===== src/rtl/btn_debounce_if.sv =====
// Button bundle between the board pins and the debouncer: raw pins in,
// clean level and 1-cycle press/release strobes out.
interface btn_debounce_if #(
  parameter int unsigned N_BTN = 2
);
  logic [N_BTN-1:0] btn_raw;
  logic [N_BTN-1:0] btn_level;
  logic [N_BTN-1:0] btn_press;
  logic [N_BTN-1:0] btn_release;

  modport master (
    output btn_raw,
    input  btn_level,
    input  btn_press,
    input  btn_release
  );

  modport slave (
    input  btn_raw,
    output btn_level,
    output btn_press,
    output btn_release
  );
endinterface


===== src/rtl/btn_debounce.sv =====
// Per-channel push-button conditioner: 2-flop synchroniser, stability counter,
// registered clean level, and registered 1-cycle press/release strobes.
module btn_debounce #(
  parameter int unsigned N_BTN       = 2,
  parameter int unsigned CNT_W       = 20,
  parameter int unsigned DEB_CYCLES  = 1000000,
  parameter bit          RAW_ACT_LOW = 1'b0
) (
  input  logic          CLK,
  input  logic          CLR_n,
  btn_debounce_if.slave btn
);

  localparam logic [CNT_W-1:0] LP_CNT_MAX = CNT_W'(DEB_CYCLES - 1);

  logic [N_BTN-1:0] w_p;
  logic [N_BTN-1:0] w_update;
  logic [N_BTN-1:0] r_sync0;
  logic [N_BTN-1:0] r_sync1;
  logic [N_BTN-1:0] r_level;
  logic [N_BTN-1:0] r_press;
  logic [N_BTN-1:0] r_release;
  logic [CNT_W-1:0] r_cnt [N_BTN];

  // Internally pressed is always 1, whatever the board wiring.
  assign w_p = btn.btn_raw ^ {N_BTN{RAW_ACT_LOW}};

  always_comb begin
    w_update = '0;
    for (int unsigned i = 0; i < N_BTN; i++) begin
      w_update[i] = (r_sync1[i] != r_level[i]) && (r_cnt[i] == LP_CNT_MAX);
    end
  end

  always_ff @(posedge CLK or negedge CLR_n) begin
    if (!CLR_n) begin
      r_sync0   <= '0;
      r_sync1   <= '0;
      r_level   <= '0;
      r_press   <= '0;
      r_release <= '0;
      for (int unsigned i = 0; i < N_BTN; i++) begin
        r_cnt[i] <= '0;
      end
    end else begin
      r_sync0   <= w_p;
      r_sync1   <= r_sync0;
      r_press   <= w_update & r_sync1;
      r_release <= w_update & ~r_sync1;
      for (int unsigned i = 0; i < N_BTN; i++) begin
        // Any return to the accepted level restarts the stability window.
        if (r_sync1[i] == r_level[i]) begin
          r_cnt[i] <= '0;
        end else if (w_update[i]) begin
          r_level[i] <= r_sync1[i];
          r_cnt[i]   <= '0;
        end else begin
          r_cnt[i] <= r_cnt[i] + CNT_W'(1);
        end
      end
    end
  end

  assign btn.btn_level   = r_level;
  assign btn.btn_press   = r_press;
  assign btn.btn_release = r_release;

endmodule


===== src/flat_wrapper.sv =====
// flat-port wrapper written by rule: the top's interface ports become plain ports
module btn_debounce_flat 
#(
  parameter int unsigned N_BTN       = 2,
  parameter int unsigned CNT_W       = 20,
  parameter int unsigned DEB_CYCLES  = 1000000,
  parameter bit          RAW_ACT_LOW = 1'b0
)
  (CLK, CLR_n, btn_btn_raw, btn_btn_level, btn_btn_press, btn_btn_release);
  btn_debounce_if #(.N_BTN(N_BTN)) btn_i ();
  input  logic CLK;
  input  logic CLR_n;
  input wire logic [$bits(btn_i.btn_raw)-1:0] btn_btn_raw;
  output wire logic [$bits(btn_i.btn_level)-1:0] btn_btn_level;
  output wire logic [$bits(btn_i.btn_press)-1:0] btn_btn_press;
  output wire logic [$bits(btn_i.btn_release)-1:0] btn_btn_release;
  assign btn_i.btn_raw = btn_btn_raw;
  assign btn_btn_level = btn_i.btn_level;
  assign btn_btn_press = btn_i.btn_press;
  assign btn_btn_release = btn_i.btn_release;
  btn_debounce #(.N_BTN(N_BTN), .CNT_W(CNT_W), .DEB_CYCLES(DEB_CYCLES), .RAW_ACT_LOW(RAW_ACT_LOW)) u_core (.CLK(CLK), .CLR_n(CLR_n), .btn(btn_i));
endmodule

===== config.mk =====
export PLATFORM = sky130hd
export DESIGN_NAME = btn_debounce_flat
export DESIGN_NICKNAME = d
export VERILOG_FILES = /design/src/rtl/btn_debounce_if.sv /design/src/rtl/btn_debounce.sv /design/src/flat_wrapper.sv
export SDC_FILE = /design/constraint.sdc
export NUM_CORES = 1
export LEC_CHECK = 0
export CORE_AREA = 2 2 77 64
export CTS_CLUSTER_DIAMETER = 30
export DETAILED_ROUTE_END_ITERATION = 8
export DIE_AREA = 0 0 79 66
export MAX_ROUTING_LAYER = met4
export PLACE_DENSITY = 0.8
export SYNTH_ARGS = -nofsm -noshare
export SYNTH_HDL_FRONTEND = slang
export SYNTH_SLANG_ARGS = --single-unit
export TNS_END_PERCENT = 30

===== constraint.sdc =====
create_clock -name CLK -period 2.2 [get_ports CLK]
set_clock_uncertainty 0.2 [all_clocks]
set_input_delay 0.22 -clock CLK [delete_from_list [all_inputs] [get_ports CLK]]
set_output_delay 0.22 -clock CLK [all_outputs]
set_load 0.05 [all_outputs]

==> load_flow_metrics.sql, run 1 <==
INSERT INTO impl_metrics (metric_group, metric, value, unit) VALUES
('power', 'clock_power_share', '33.2', '%'),
('power', 'cellPowerDensity', '561', 'nW/um2'),
('yosys', 'postSynthRegisterBits', '50', ''),
('detailed_routing', 'wl_met1', '2260', 'um'),
('layout', 'multi_input_gate_area_in_the_final_layout', '1040', 'um2'),
('worst_setup_path', 'timing.reg2reg.setup_slack', '0.05', 'ns'),
('clocking', 'cts_buffer_depth', '2', ''),
('worst_setup_path', 'worst_r2r_path_depth', '4', ''),
('sta', 'slew-limit-headroom', '64.0', '%'),
('power', 'swShare', '22.1', '%'),
('yosys', 'syn_area', '2330', 'um2'),
('sta', 'setup_violations', '0', ''),
('global_routing', 'grt_pass1_wl', '7760', 'um'),
('detailed_routing', 'drtIter0Drc', '115', ''),
('die', 'floorplan.initialDensity', '52.4', '%'),
('placement', 'pre_cts_slack', '0.0774', 'ns'),
('yosys', 'synthesis.yosys.warnings', '0', ''),
('power', 'power.share.combinational', '4.3', '%'),
('global_routing', 'groute.usage.overall', '19.9', '%'),
('layout', 'sequential_cell_area', '1250', 'um2'),
('worst_setup_path', 'worstReg2RegStart', 'u_core.r_cnt[15]', ''),
('layout', 'layout_commonest_cell', 'sky130_fd_sc_hd__dfrtp_1', ''),
('die', 'die_area', '5210', 'um2'),
('layout', 'antenna_cells', '0', ''),
('min_path', 'hp-class', 'in -> reg', ''),
('worst_setup_path', 'worst_path_arrival', '2.15', 'ns'),
('global_routing', 'globalRoute.totalOverflow', '0', ''),
('power', 'pwr-share-seq', '62.6', '%'),
('global_routing', 'via_count_of_the_first_global_routing_pass', '1654', ''),
('yosys', 'synth_sequential_area_ratio', '53.6', '%'),
('yosys', 'post_synth.cell_area_avg', '10.3', 'um2'),
('die', 'fp.dieH', '66', 'um'),
('sta', 'grt_setup_unrepaired', 'yes', ''),
('layout', 'final_net_count', '258', ''),
('detailed_routing', 'highest_routing_layer_actually_used', 'met4', ''),
('yosys', 'number_of_synthesized_flops_with_an_enable_pin', '0', ''),
('power', 'cellLeakagePower', '0.00107', 'uW'),
('clocking', 'clock_tree.root_cell', 'sky130_fd_sc_hd__clkbuf_8', ''),
('clocking', 'cts_tree', 'built', ''),
('clocking', 'cts.htree.levels', '2', ''),
('min_path', 'worstHoldStart', 'btn_btn_raw[1]', ''),
('detailed_routing', 'met3WireLength', '155', 'um'),
('placement', 'buffer_ports.inserted', '9', ''),
('clocking', 'cts.sink_count', '50', ''),
('layout', 'most_frequent_cells_in_the_layout', 'sky130_fd_sc_hd__dfrtp_1, sky130_fd_sc_hd__nor2_1, sky130_fd_sc_hd__xnor2_1', ''),
('die', 'fp-row-count', '22', ''),
('detailed_routing', 'dr.pass1.iters', '4', ''),
('layout', 'area_delta_synth_final', '15.1', '%'),
('layout', 'layout-drive-gt1-share', '13.5', '%'),
('die', 'coreArea', '4460', 'um2'),
('worst_setup_path', 'critical_path.endpoint_type', 'register', ''),
('layout', 'fin_util', '60.2', '%'),
('yosys', 'gate_count_post_synth', '226', ''),
('clocking', 'tritoncts.num_buffers', '5', ''),
('detailed_routing', 'avgViaCountPerCell', '5.55', ''),
('status', 'status', 'completed', ''),
('sta', 'timing.final.crit_period', '2.15', 'ns'),
('detailed_routing', 'avgRoutedWirePerCell', '14.1', 'um'),
('sta', 'finalHoldViolations', '0', ''),
('worst_setup_path', 'cp-endpoint', 'u_core.btn.btn_level[1]', ''),
('detailed_routing', 'routed-via-count', '1731', ''),
('sta', 'max_slew.worst_pin.slew', '0.538', 'ns'),
('placement', 'globalplace.congestion', '0.831', ''),
('sta', 'hold-worst-slack', '0.146', 'ns'),
('detailed_routing', 'detail-route-antenna-nets', '0', ''),
('job', 'drv_cap', '0', ''),
('die', 'die_w', '79', 'um'),
('sta', 'final_min_period_over_clock_period', '97.7', '%'),
('yosys', 'yosys.cell_types.count', '34', ''),
('worst_setup_path', 'worst-path-max-fanout', '4', ''),
('clocking', 'clk-insertion-delay-late', '0.30', 'ns');
## area by class of cell
class,instances,share of cell area [%]
sequential,50,46.6
multi-input combinational,163,38.8
timing repair buffer,24,7.92
clock buffer,7,2.84
tap,60,2.79
inverter,8,1.12
## how the worst min path moves through the flow
stage,to,cells after the start
CTS,u_core.r_sync0[1],1
floorplan,u_core.btn.btn_level[0],0
global placement,u_core.r_sync0[1],1
finish,u_core.r_sync0[1],1
global route,u_core.r_sync0[0],1
detailed placement,u_core.r_sync0[1],1
## layer usage
| layer | global-route usage, % | vias up |
|---|---|---|
| met3 | 3.69 | 8 |
| met5 | - | - |
| met4 | 8.62 | 0 |
| li1 | - | 846 |
| met1 | 28.3 | 843 |
| met2 | 28.2 | 34 |
## synthesized netlist by cell type (4+ instances only)
library cell,number,area (um2)
sky130_fd_sc_hd__dfrtp_1,50,1250
sky130_fd_sc_hd__nor2_1,32,120
sky130_fd_sc_hd__xnor2_1,18,158
sky130_fd_sc_hd__nand2_1,12,45.0
sky130_fd_sc_hd__a21oi_1,11,55.1
sky130_fd_sc_hd__nand3_1,11,55.1
sky130_fd_sc_hd__or4_1,9,67.6
sky130_fd_sc_hd__xor2_1,9,78.8
sky130_fd_sc_hd__inv_1,8,30.0
sky130_fd_sc_hd__o31ai_1,8,60.1
sky130_fd_sc_hd__nand4_1,6,37.5
sky130_fd_sc_hd__nor3_1,6,30.0
sky130_fd_sc_hd__buf_2,5,25.0
sky130_fd_sc_hd__or3_1,5,31.3
sky130_fd_sc_hd__and3_1,4,25.0
sky130_fd_sc_hd__nor4_1,4,25.0
## timing repair
| action | in CTS | in global routing |
|---|---|---|
| gates resized for setup | 0 | 4 |
| endpoints found under the hold margin | 16 | 0 |
| endpoints found under the setup margin | 0 | 23 |
| hold buffers | 1 | 0 |
## per-stage QoR
step | power (uW) | cell area, um2 | instances | setup TNS, ns
6_report | 1510 | 2690 | 312 | 0
5_1_grt | 1580 | 2690 | 312 | -0.00830
4_1_cts | 1530 | 2670 | 312 | 0
3_5_place_dp | 1020 | 2590 | 304 | 0
3_3_place_gp | 1020 | 2590 | 304 | 0
2_1_floorplan | 984 | 2330 | 226 | 0
## registers in the layout (all words and copies together) (netlist names)
signal,count
u_core.btn.btn_level,2
u_core.btn.btn_press,2
u_core.btn.btn_release,2
u_core.r_cnt,40
u_core.r_sync0,2
u_core.r_sync1,2
## critical path: stages (launching register included)
cell	delay (ns)
sky130_fd_sc_hd__dfrtp_1	0.41
sky130_fd_sc_hd__or3b_2	0.45
sky130_fd_sc_hd__or4_1	0.46
sky130_fd_sc_hd__nor2_1	0.16
sky130_fd_sc_hd__mux2_2	0.35
## cell families after synthesis
family                     count (synthesis)  synth area share (%)
AOI/OAI and AO/OA                         24                  6.16
DFF                                       50                  53.6
muxes                                      2                 0.965
buffers and inverters                     13                  2.36
adders and majority gates                  2                  1.07
and+or+nand+nor                          108                  25.7
xor gates and xnor gates                  27                  10.1
## power groups by stage
stage	logic [uW]	registers, uW	clock network [uW]
6_report	64.3	943	500
5_1_grt	75.6	945	562
4_1_cts	65.4	943	519
3_5_place_dp	63.7	961	0
3_3_place_gp	62.8	960	0
2_1_floorplan	25.8	958	0
Note: power is estimated with default switching activity, not from simulation.
==> run 2: changes to the inputs <==
--- a/config.mk
+++ b/config.mk
@@ -5,12 +5,14 @@
 export SDC_FILE = /design/constraint.sdc
 export NUM_CORES = 1
 export LEC_CHECK = 0
-export CORE_AREA = 2 2 77 64
+export ABC_AREA = 1
+export CORE_AREA = 2 2 82 68
 export CTS_CLUSTER_DIAMETER = 30
 export DETAILED_ROUTE_END_ITERATION = 8
-export DIE_AREA = 0 0 79 66
+export DIE_AREA = 0 0 84 70
 export MAX_ROUTING_LAYER = met4
-export PLACE_DENSITY = 0.8
+export PLACE_DENSITY = 0.79
+export SETUP_SLACK_MARGIN = 0.05
 export SYNTH_ARGS = -nofsm -noshare
 export SYNTH_HDL_FRONTEND = slang
 export SYNTH_SLANG_ARGS = --single-unit
==> run 2 against run 1 <==
Count of clock-buffer cells in the layout fell by 1. Register-to-register slack improved by 0.44 ns. Synthesized cell count rose by 49%. Routed wire length rose by 15%. Sequential share of layout area fell by 4.3 points. Maximum frequency rose by 12%. Combinational power rose by 2%. Via count rose by 23%. Global-route usage fell by 0.54 points. Total power rose by 9.8%. Critical path type is now reg -> out.
==> load_flow_metrics.sql, run 2 <==
INSERT INTO impl_metrics (metric_group, metric, value, unit) VALUES
('yosys', 'synth_area_leader_cell', 'sky130_fd_sc_hd__dfrtp_1', ''),
('clocking', 'cts_buffer_depth', '2', ''),
('worst_setup_path', 'cpPeakStageDelay', '0.82', 'ns'),
('layout', 'layout_commonest_cell', 'sky130_fd_sc_hd__nand2_1', ''),
('power', 'cellLeakagePower', '0.00141', 'uW'),
('worst_setup_path', 'worst-endpoint-required', '1.78', 'ns'),
('sta', 'max_slew.worst_pin.slew', '0.622', 'ns'),
('layout', 'largest_register_ffs', '40', ''),
('min_path', 'worstHoldStart', 'btn_btn_raw[1]', ''),
('die', 'fp-row-count', '24', ''),
('yosys', 'yosys.area.top_type_share', '46.9', '%'),
('yosys', 'synthesis.yosys.warnings', '0', ''),
('yosys', 'post_synth.cell_area_avg', '7.91', 'um2'),
('yosys', 'gate_count_post_synth', '337', ''),
('sta', 'max_clock_freq', '520', 'MHz'),
('detailed_routing', 'avgRoutedWirePerCell', '12.1', 'um'),
('clocking', 'cts_setup_buffers', '0', ''),
('yosys', 'synth_top_family_by_area', 'simple AND/OR/NAND/NOR gates', ''),
('clocking', 'cts_tree', 'built', ''),
('global_routing', 'via_count_of_the_first_global_routing_pass', '1970', ''),
('worst_setup_path', 'worst_r2r_path_depth', '8', ''),
('worst_setup_path', 'worst-path-max-fanout', '3', ''),
('min_path', 'hp-class', 'in -> reg', ''),
('clocking', 'clk-insertion-delay-late', '0.30', 'ns'),
('yosys', 'synthXorXnorAreaFrac', '5.26', '%'),
('worst_setup_path', 'timing.critical_path.max_delay_family', 'buffers and inverters', ''),
('yosys', 'yosys.cell_types.count', '25', ''),
('yosys', 'basic_gate_share_of_the_synthesized_area_counting_and_or_nand_and_nor_cells', '36.4', '%'),
('worst_setup_path', 'crit_path_start_kind', 'register', ''),
('layout', 'fillCellCount', '479', ''),
('die', 'design.portCount', '10', ''),
('layout', 'fin_util', '57.0', '%'),
('die', 'floorplan.initialDensity', '51.3', '%'),
('detailed_routing', 'drc', '0', ''),
('worst_setup_path', 'worstReg2RegStart', 'u_core.r_cnt[20]', ''),
('yosys', 'share_of_the_synthesized_area_in_compound_gates_ao_oa_aoi_oai', '3.85', '%'),
('sta', 'post-route-worst-setup-slack', '0.276', 'ns'),
('sta', 'timing.final.crit_period', '1.92', 'ns'),
('layout', 'most_frequent_cells_in_the_layout', 'sky130_fd_sc_hd__nand2_1, sky130_fd_sc_hd__nor2_1, sky130_fd_sc_hd__dfrtp_1', ''),
('worst_setup_path', 'timing.reg2reg.setup_slack', '0.49', 'ns'),
('global_routing', 'grt_max_degree', '51', ''),
('sta', 'finalMaxSlewViolations', '0', ''),
('clocking', 'cts.reportedPaths.clkPinSlew', '0.09', 'ns'),
('status', 'status', 'completed', ''),
('worst_setup_path', 'path_class', 'reg -> out', ''),
('worst_setup_path', 'buf_inv_on_cp', '1', ''),
('yosys', 'yosys.area_share.adder', '0.939', '%'),
('sta', 'finalHoldViolations', '0', ''),
('placement', 'pre_cts_slack', '0.493', 'ns'),
('yosys', 'ys_top_cells_by_count', 'sky130_fd_sc_hd__nand2_1, sky130_fd_sc_hd__nor2_1, sky130_fd_sc_hd__dfrtp_1', ''),
('yosys', 'number_of_synthesized_flops_with_an_enable_pin', '0', ''),
('layout', 'most_flop_heavy_register', 'u_core.r_cnt', ''),
('placement', 'hpwlAfterDp', '3830', 'um'),
('power', 'cellPowerDensity', '559', 'nW/um2'),
('detailed_routing', 'detail-route-antenna-nets', '0', ''),
('placement', 'globalplace.congestion', '0.866', ''),
('detailed_routing', 'drtIter0Drc', '160', ''),
('detailed_routing', 'routed-via-count', '2137', ''),
('power', 'irDropWorstVdd', '0.306', 'mV'),
('detailed_routing', 'dr.pass1.iters', '4', ''),
('worst_setup_path', 'critical_register_to_register_path_endpoint', 'u_core.r_cnt[29]', ''),
('layout', 'area_delta_synth_final', '11.1', '%'),
('die', 'coreArea', '5190', 'um2'),
('clocking', 'ctsResizeCount', '0', ''),
('min_path', 'min_delay_worst_endpoint', 'u_core.r_sync0[1]', ''),
('die', 'fp.dieH', '70', 'um'),
('detailed_routing', 'wirelength', '5090', 'um'),
('global_routing', 'grt_pass1_wl', '9090', 'um'),
('die', 'die_area', '5880', 'um2'),
('worst_setup_path', 'critical_path_cell_count', '1', ''),
('yosys', 'synth_sequential_area_ratio', '46.9', '%'),
('worst_setup_path', 'critical_path.endpoint_type', 'primary output', ''),
('clocking', 'tritoncts.num_buffers', '5', ''),
('detailed_routing', 'avgViaCountPerCell', '5.09', ''),
('yosys', 'synth_ff_type', 'sky130_fd_sc_hd__dfrtp_1', ''),
('sta', 'final.setup.tns', '0', 'ns'),
('clocking', 'cts_hold_buf', '1', ''),
('global_routing', 'globalRoute.totalOverflow', '0', ''),
('clocking', 'cts.htree.levels', '2', ''),
('worst_setup_path', 'crit_slowest_cell', 'sky130_fd_sc_hd__clkdlybuf4s50_1', ''),
('yosys', 'syn_area', '2670', 'um2'),
('worst_setup_path', 'critical_path_cell_list', 'clkdlybuf4s50_1', ''),
('yosys', 'syn_nets', '343', ''),
('sta', 'grt_setup_unrepaired', 'no', ''),
('yosys', 'synth_area_leaders', 'sky130_fd_sc_hd__dfrtp_1, sky130_fd_sc_hd__nand2_1, sky130_fd_sc_hd__nor2_1', ''),
('global_routing', 'groute.usage.overall', '19.4', '%'),
('layout', 'layout-drive-gt1-share', '12.1', '%'),
('yosys', 'synth.most_common_cell', 'sky130_fd_sc_hd__nand2_1', ''),
('sta', 'setup_violations', '0', ''),
('worst_setup_path', 'crit_path_start', 'u_core.btn.btn_level[0]', ''),
('yosys', 'postSynth.asyncResetShare', '100', '%'),
('global_routing', 'initial_antenna_violation_count', '0', ''),
('yosys', 'synth.area.mux_share', '0', '%'),
('clocking', 'clock_tree.root_cell', 'sky130_fd_sc_hd__clkbuf_8', ''),
('sta', 'final_min_period_over_clock_period', '87.5', '%'),
('die', 'die_w', '84', 'um'),
('job', 'drv_cap', '0', ''),
('placement', 'buffer_ports.inserted', '9', ''),
('layout', 'antenna_cells', '0', ''),
('layout', 'final_net_count', '361', ''),
('clocking', 'cts.sink_count', '50', ''),
('yosys', 'postSynthRegisterBits', '50', ''),
('sta', 'slew-limit-headroom', '58.5', '%'),
('worst_setup_path', 'worst_path_arrival', '1.50', 'ns'),
('min_path', 'holdPathStages', '1', ''),
('power', 'fin_total_pwr', '1660', 'uW');
run 2: report_power, final:
part / internal, uW / switching, uW / total (uW)
logic: 18.1 / 47.7 / 65.9
clock network: 364 / 287 / 651
registers: 931 / 8.36 / 939
total: 1310 / 343 / 1660
run 2: kinds of logic after synthesis:
kind of cell | count (synthesis)
AND/OR/NAND/NOR | 207
flip-flops | 50
buffers and inverters | 47
XOR/XNOR | 16
AO/OA/AOI/OAI | 15
adder cells (fa/ha/maj) | 2
run 2: worst max path at each step:
stage                       end  slack, ns
5_1_grt        btn_btn_level[0]       0.23
2_1_floorplan  u_core.r_cnt[18]       0.64
3_5_place_dp   u_core.r_cnt[29]       0.49
4_1_cts        btn_btn_level[0]       0.26
6_report       btn_btn_level[0]       0.28
3_3_place_gp    u_core.r_cnt[9]       0.58
run 2: final cells by class:
type | count | area [um2] | share of cell area (%)
clock buffer | 6 | 82.6 | 2.79
clock inverter | 1 | 30.0 | 1.01
inverter | 47 | 176 | 5.96
multi-input combinational | 240 | 1240 | 41.8
sequential | 50 | 1250 | 42.2
tap | 65 | 81.3 | 2.75
timing repair buffer | 11 | 103 | 3.46
run 2: per-stage QoR:
| stage | instances | hold slack [ns] | instance area, um2 |
|---|---|---|---|
| CTS | 420 | 0.143 | 2960 |
| global route | 420 | 0.151 | 2960 |
| detailed placement | 412 | 0.139 | 2840 |
| finish | 420 | 0.148 | 2960 |
| floorplan | 337 | -0.276 | 2670 |
| global placement | 412 | 0.135 | 2840 |
run 2: worst register-to-register path, delay by kind of cell (launching register included):
kind	cells	cell delay [ns]
AOI/OAI and AO/OA	1	0.30
adders and majority gates	1	0.22
buffers and inverters	1	0.10
DFF	1	0.39
and+or+nand+nor	5	0.44
run 2: per-layer routing:
layer  vias to the layer above  wire, um  track usage (%)
met5                         -         0                -
met4                         0        40             3.76
met3                         5       282             3.19
met2                        60      2180             28.7
met1                      1005      2590             28.5
li1                       1067         -                -
==> run 3: changes to the inputs <==
--- a/config.mk
+++ b/config.mk
@@ -6,12 +6,14 @@
 export NUM_CORES = 1
 export LEC_CHECK = 0
 export ABC_AREA = 1
-export CORE_AREA = 2 2 82 68
+export CELL_PAD_IN_SITES_DETAIL_PLACEMENT = 2
+export CELL_PAD_IN_SITES_GLOBAL_PLACEMENT = 2
+export CORE_AREA = 2 2 104 86
 export CTS_CLUSTER_DIAMETER = 30
 export DETAILED_ROUTE_END_ITERATION = 8
-export DIE_AREA = 0 0 84 70
+export DIE_AREA = 0 0 106 88
 export MAX_ROUTING_LAYER = met4
-export PLACE_DENSITY = 0.79
+export PLACE_DENSITY = 0.8
 export SETUP_SLACK_MARGIN = 0.05
 export SYNTH_ARGS = -nofsm -noshare
 export SYNTH_HDL_FRONTEND = slang
==> run 3 against run 2 <==
Maximum frequency down 0.60%. Critical path depth unchanged. Cell count up 11%. Non-clock buffer count unchanged. Worst setup slack worse by 0.012 ns. Total power down 4.7%. Critical path type unchanged. Largest cell class unchanged.
==> load_flow_metrics.sql, run 3 (same netlist as run 2, synthesis figures left out) <==
INSERT INTO impl_metrics (metric_group, metric, value, unit) VALUES
('detailed_routing', 'drc', '0', ''),
('layout', 'finish.instance_area', '3010', 'um2'),
('layout', 'fillCellCount', '974', ''),
('clocking', 'cts.sink_count', '50', ''),
('worst_setup_path', 'worst-endpoint-required', '1.78', 'ns'),
('sta', 'timing.final.crit_period', '1.94', 'ns'),
('die', 'coreArea', '8300', 'um2'),
('placement', 'post-place-cells', '459', ''),
('worst_setup_path', 'crit_slowest_cell', 'sky130_fd_sc_hd__clkdlybuf4s50_1', ''),
('die', 'fp.dieH', '88', 'um'),
('clocking', 'tritoncts.num_buffers', '5', ''),
('sta', 'post-route-worst-setup-slack', '0.264', 'ns'),
('clocking', 'cts.reportedPaths.clkPinSlew', '0.10', 'ns'),
('global_routing', 'grt_max_degree', '27', ''),
('worst_setup_path', 'worst-path-max-fanout', '3', ''),
('detailed_routing', 'avgRoutedWirePerCell', '15.1', 'um'),
('die', 'fp-row-count', '30', ''),
('global_routing', 'globalRoute.totalOverflow', '0', ''),
('clocking', 'clk-insertion-delay-late', '0.31', 'ns'),
('sta', 'max_clock_freq', '517', 'MHz'),
('clocking', 'cts_buffer_depth', '2', ''),
('detailed_routing', 'dr.pass1.iters', '4', ''),
('worst_setup_path', 'critical_path_cell_list', 'clkdlybuf4s50_1', ''),
('layout', 'antenna_cells', '0', ''),
('power', 'cellPowerDensity', '524', 'nW/um2'),
('detailed_routing', 'met3WireLength', '135', 'um'),
('worst_setup_path', 'buf_inv_on_cp', '1', ''),
('layout', 'final_cells', '468', ''),
('detailed_routing', 'detail-route-antenna-nets', '0', ''),
('sta', 'finalHoldViolations', '0', ''),
('layout', 'area_delta_synth_final', '13.1', '%'),
('job', 'drv_cap', '0', ''),
('layout', 'final_net_count', '361', ''),
('placement', 'pre_cts_slack', '0.476', 'ns'),
('die', 'die_area', '9330', 'um2'),
('global_routing', 'groute.usage.overall', '17.2', '%'),
('sta', 'max_slew.worst_pin.slew', '0.629', 'ns'),
('worst_setup_path', 'worst_path_arrival', '1.52', 'ns'),
('clocking', 'cts.htree.levels', '2', ''),
('layout', 'most_flop_heavy_register', 'u_core.r_cnt', ''),
('layout', 'largest_register_ffs', '40', ''),
('sta', 'grt_setup_unrepaired', 'no', ''),
('worst_setup_path', 'path_class', 'reg -> out', ''),
('global_routing', 'grt_pass1_wl', '12100', 'um'),
('die', 'die_w', '106', 'um'),
('sta', 'final_min_period_over_clock_period', '88.0', '%'),
('layout', 'layout-drive-gt1-share', '12.4', '%'),
('power', 'irDropWorstVdd', '0.263', 'mV'),
('clocking', 'ctsResizeCount', '0', ''),
('placement', 'place_area', '2910', 'um2'),
('worst_setup_path', 'cpPeakStageDelay', '0.82', 'ns'),
('sta', 'setup_violations', '0', ''),
('sta', 'finalMaxSlewViolations', '0', ''),
('placement', 'buffer_ports.inserted', '9', ''),
('global_routing', 'initial_antenna_violation_count', '0', ''),
('detailed_routing', 'highest_routing_layer_actually_used', 'met4', ''),
('worst_setup_path', 'critical_path.endpoint_type', 'primary output', ''),
('power', 'cellLeakagePower', '0.00140', 'uW'),
('layout', 'layout_commonest_cell', 'sky130_fd_sc_hd__nand2_1', ''),
('sta', 'slew-limit-headroom', '58.0', '%'),
('clocking', 'clock_tree.root_cell', 'sky130_fd_sc_hd__clkbuf_8', ''),
('detailed_routing', 'wl_met2', '3320', 'um'),
('detailed_routing', 'avgViaCountPerCell', '4.69', ''),
('sta', 'final.setup.tns', '0', 'ns'),
('placement', 'globalplace.congestion', '0.746', ''),
('min_path', 'hp-class', 'in -> reg', ''),
('layout', 'most_frequent_cells_in_the_layout', 'sky130_fd_sc_hd__nand2_1, sky130_fd_sc_hd__nor2_1, sky130_fd_sc_hd__dfrtp_1', ''),
('detailed_routing', 'drtIter0Drc', '75', ''),
('die', 'floorplan.initialDensity', '32.1', '%'),
('die', 'design.portCount', '10', ''),
('detailed_routing', 'wirelength', '7080', 'um'),
('clocking', 'cts_setup_buffers', '0', ''),
('placement', 'hpwlAfterDp', '5600', 'um'),
('clocking', 'cts_tree', 'built', ''),
('detailed_routing', 'wl_met1', '3570', 'um'),
('worst_setup_path', 'timing.critical_path.max_delay_family', 'buffers and inverters', ''),
('detailed_routing', 'routed-via-count', '2195', ''),
('status', 'status', 'completed', ''),
('global_routing', 'via_count_of_the_first_global_routing_pass', '2361', ''),
('worst_setup_path', 'crit_path_start_kind', 'register', '');
-- run 3: changes by cell type in the layout (fill, tap and decap cells not counted) --
cell,delta
sky130_fd_sc_hd__clkbuf_8,-1
sky130_fd_sc_hd__inv_6,+1
sky130_fd_sc_hd__buf_12,+1
sky130_fd_sc_hd__bufinv_16,-1
sky130_fd_sc_hd__clkinv_4,+1
sky130_fd_sc_hd__buf_4,-1
sky130_fd_sc_hd__clkinvlp_4,+1
-- run 3: final timing paths --
check / startpoint / to / slack [ns] / depth (start not counted)
hold / removal: btn_btn_raw[0] / u_core.r_sync0[0] / 0.14 / 1
min in group asynchronous: CLR_n / u_core.r_cnt[6] / 0.27 / 2
setup / recovery: u_core.btn.btn_level[1] / btn_btn_level[1] / 0.26 / 1
max in group asynchronous: CLR_n / u_core.r_cnt[34] / 0.96 / 3
hold reg to reg: u_core.r_sync0[0] / u_core.r_sync1[0] / 0.16 / 0
setup reg to reg: u_core.r_cnt[20] / u_core.r_cnt[39] / 0.46 / 8
-- run 3: timing repair --
action,in CTS,in global routing
endpoints found under the setup margin,0,0
hold buffers,1,0
endpoints found under the hold margin,25,0
-- run 3: metal layers --
layer / track usage (%) / vias up
met1: 23.7 / 1097
met2: 27.4 / 20
met5: - / -
met4: 3.23 / 0
met3: 2.46 / 6
li1: - / 1072
-- run 3: power by group --
part	internal (uW)	leakage (uW)	total [uW]	switching (uW)
Combinational	20.5	0.000674	73.6	53.1
Clock	230	0.0000447	566	335
Sequential	931	0.000684	939	8.47
-- run 3: layout make-up --
type	instances	area (um2)	share of cell area, %
inverters	47	176	5.85
repair buffers	11	115	3.82
well taps	112	140	4.65
multi-input cells	240	1240	41.1
clock buffers	5	68.8	2.28
flip-flops and latches	50	1250	41.5
clock inverters	3	25.0	0.830
-- run 3: metrics by stage --
step	total power (uW)	utilization [%]	hold slack, ns
after CTS	1610	36.3	0.126
after detailed placement	1030	35.1	0.0811
after global routing	1640	36.3	0.129
after global placement	1030	35.1	0.0776
final	1580	36.3	0.138
after floorplan	988	-	-0.276
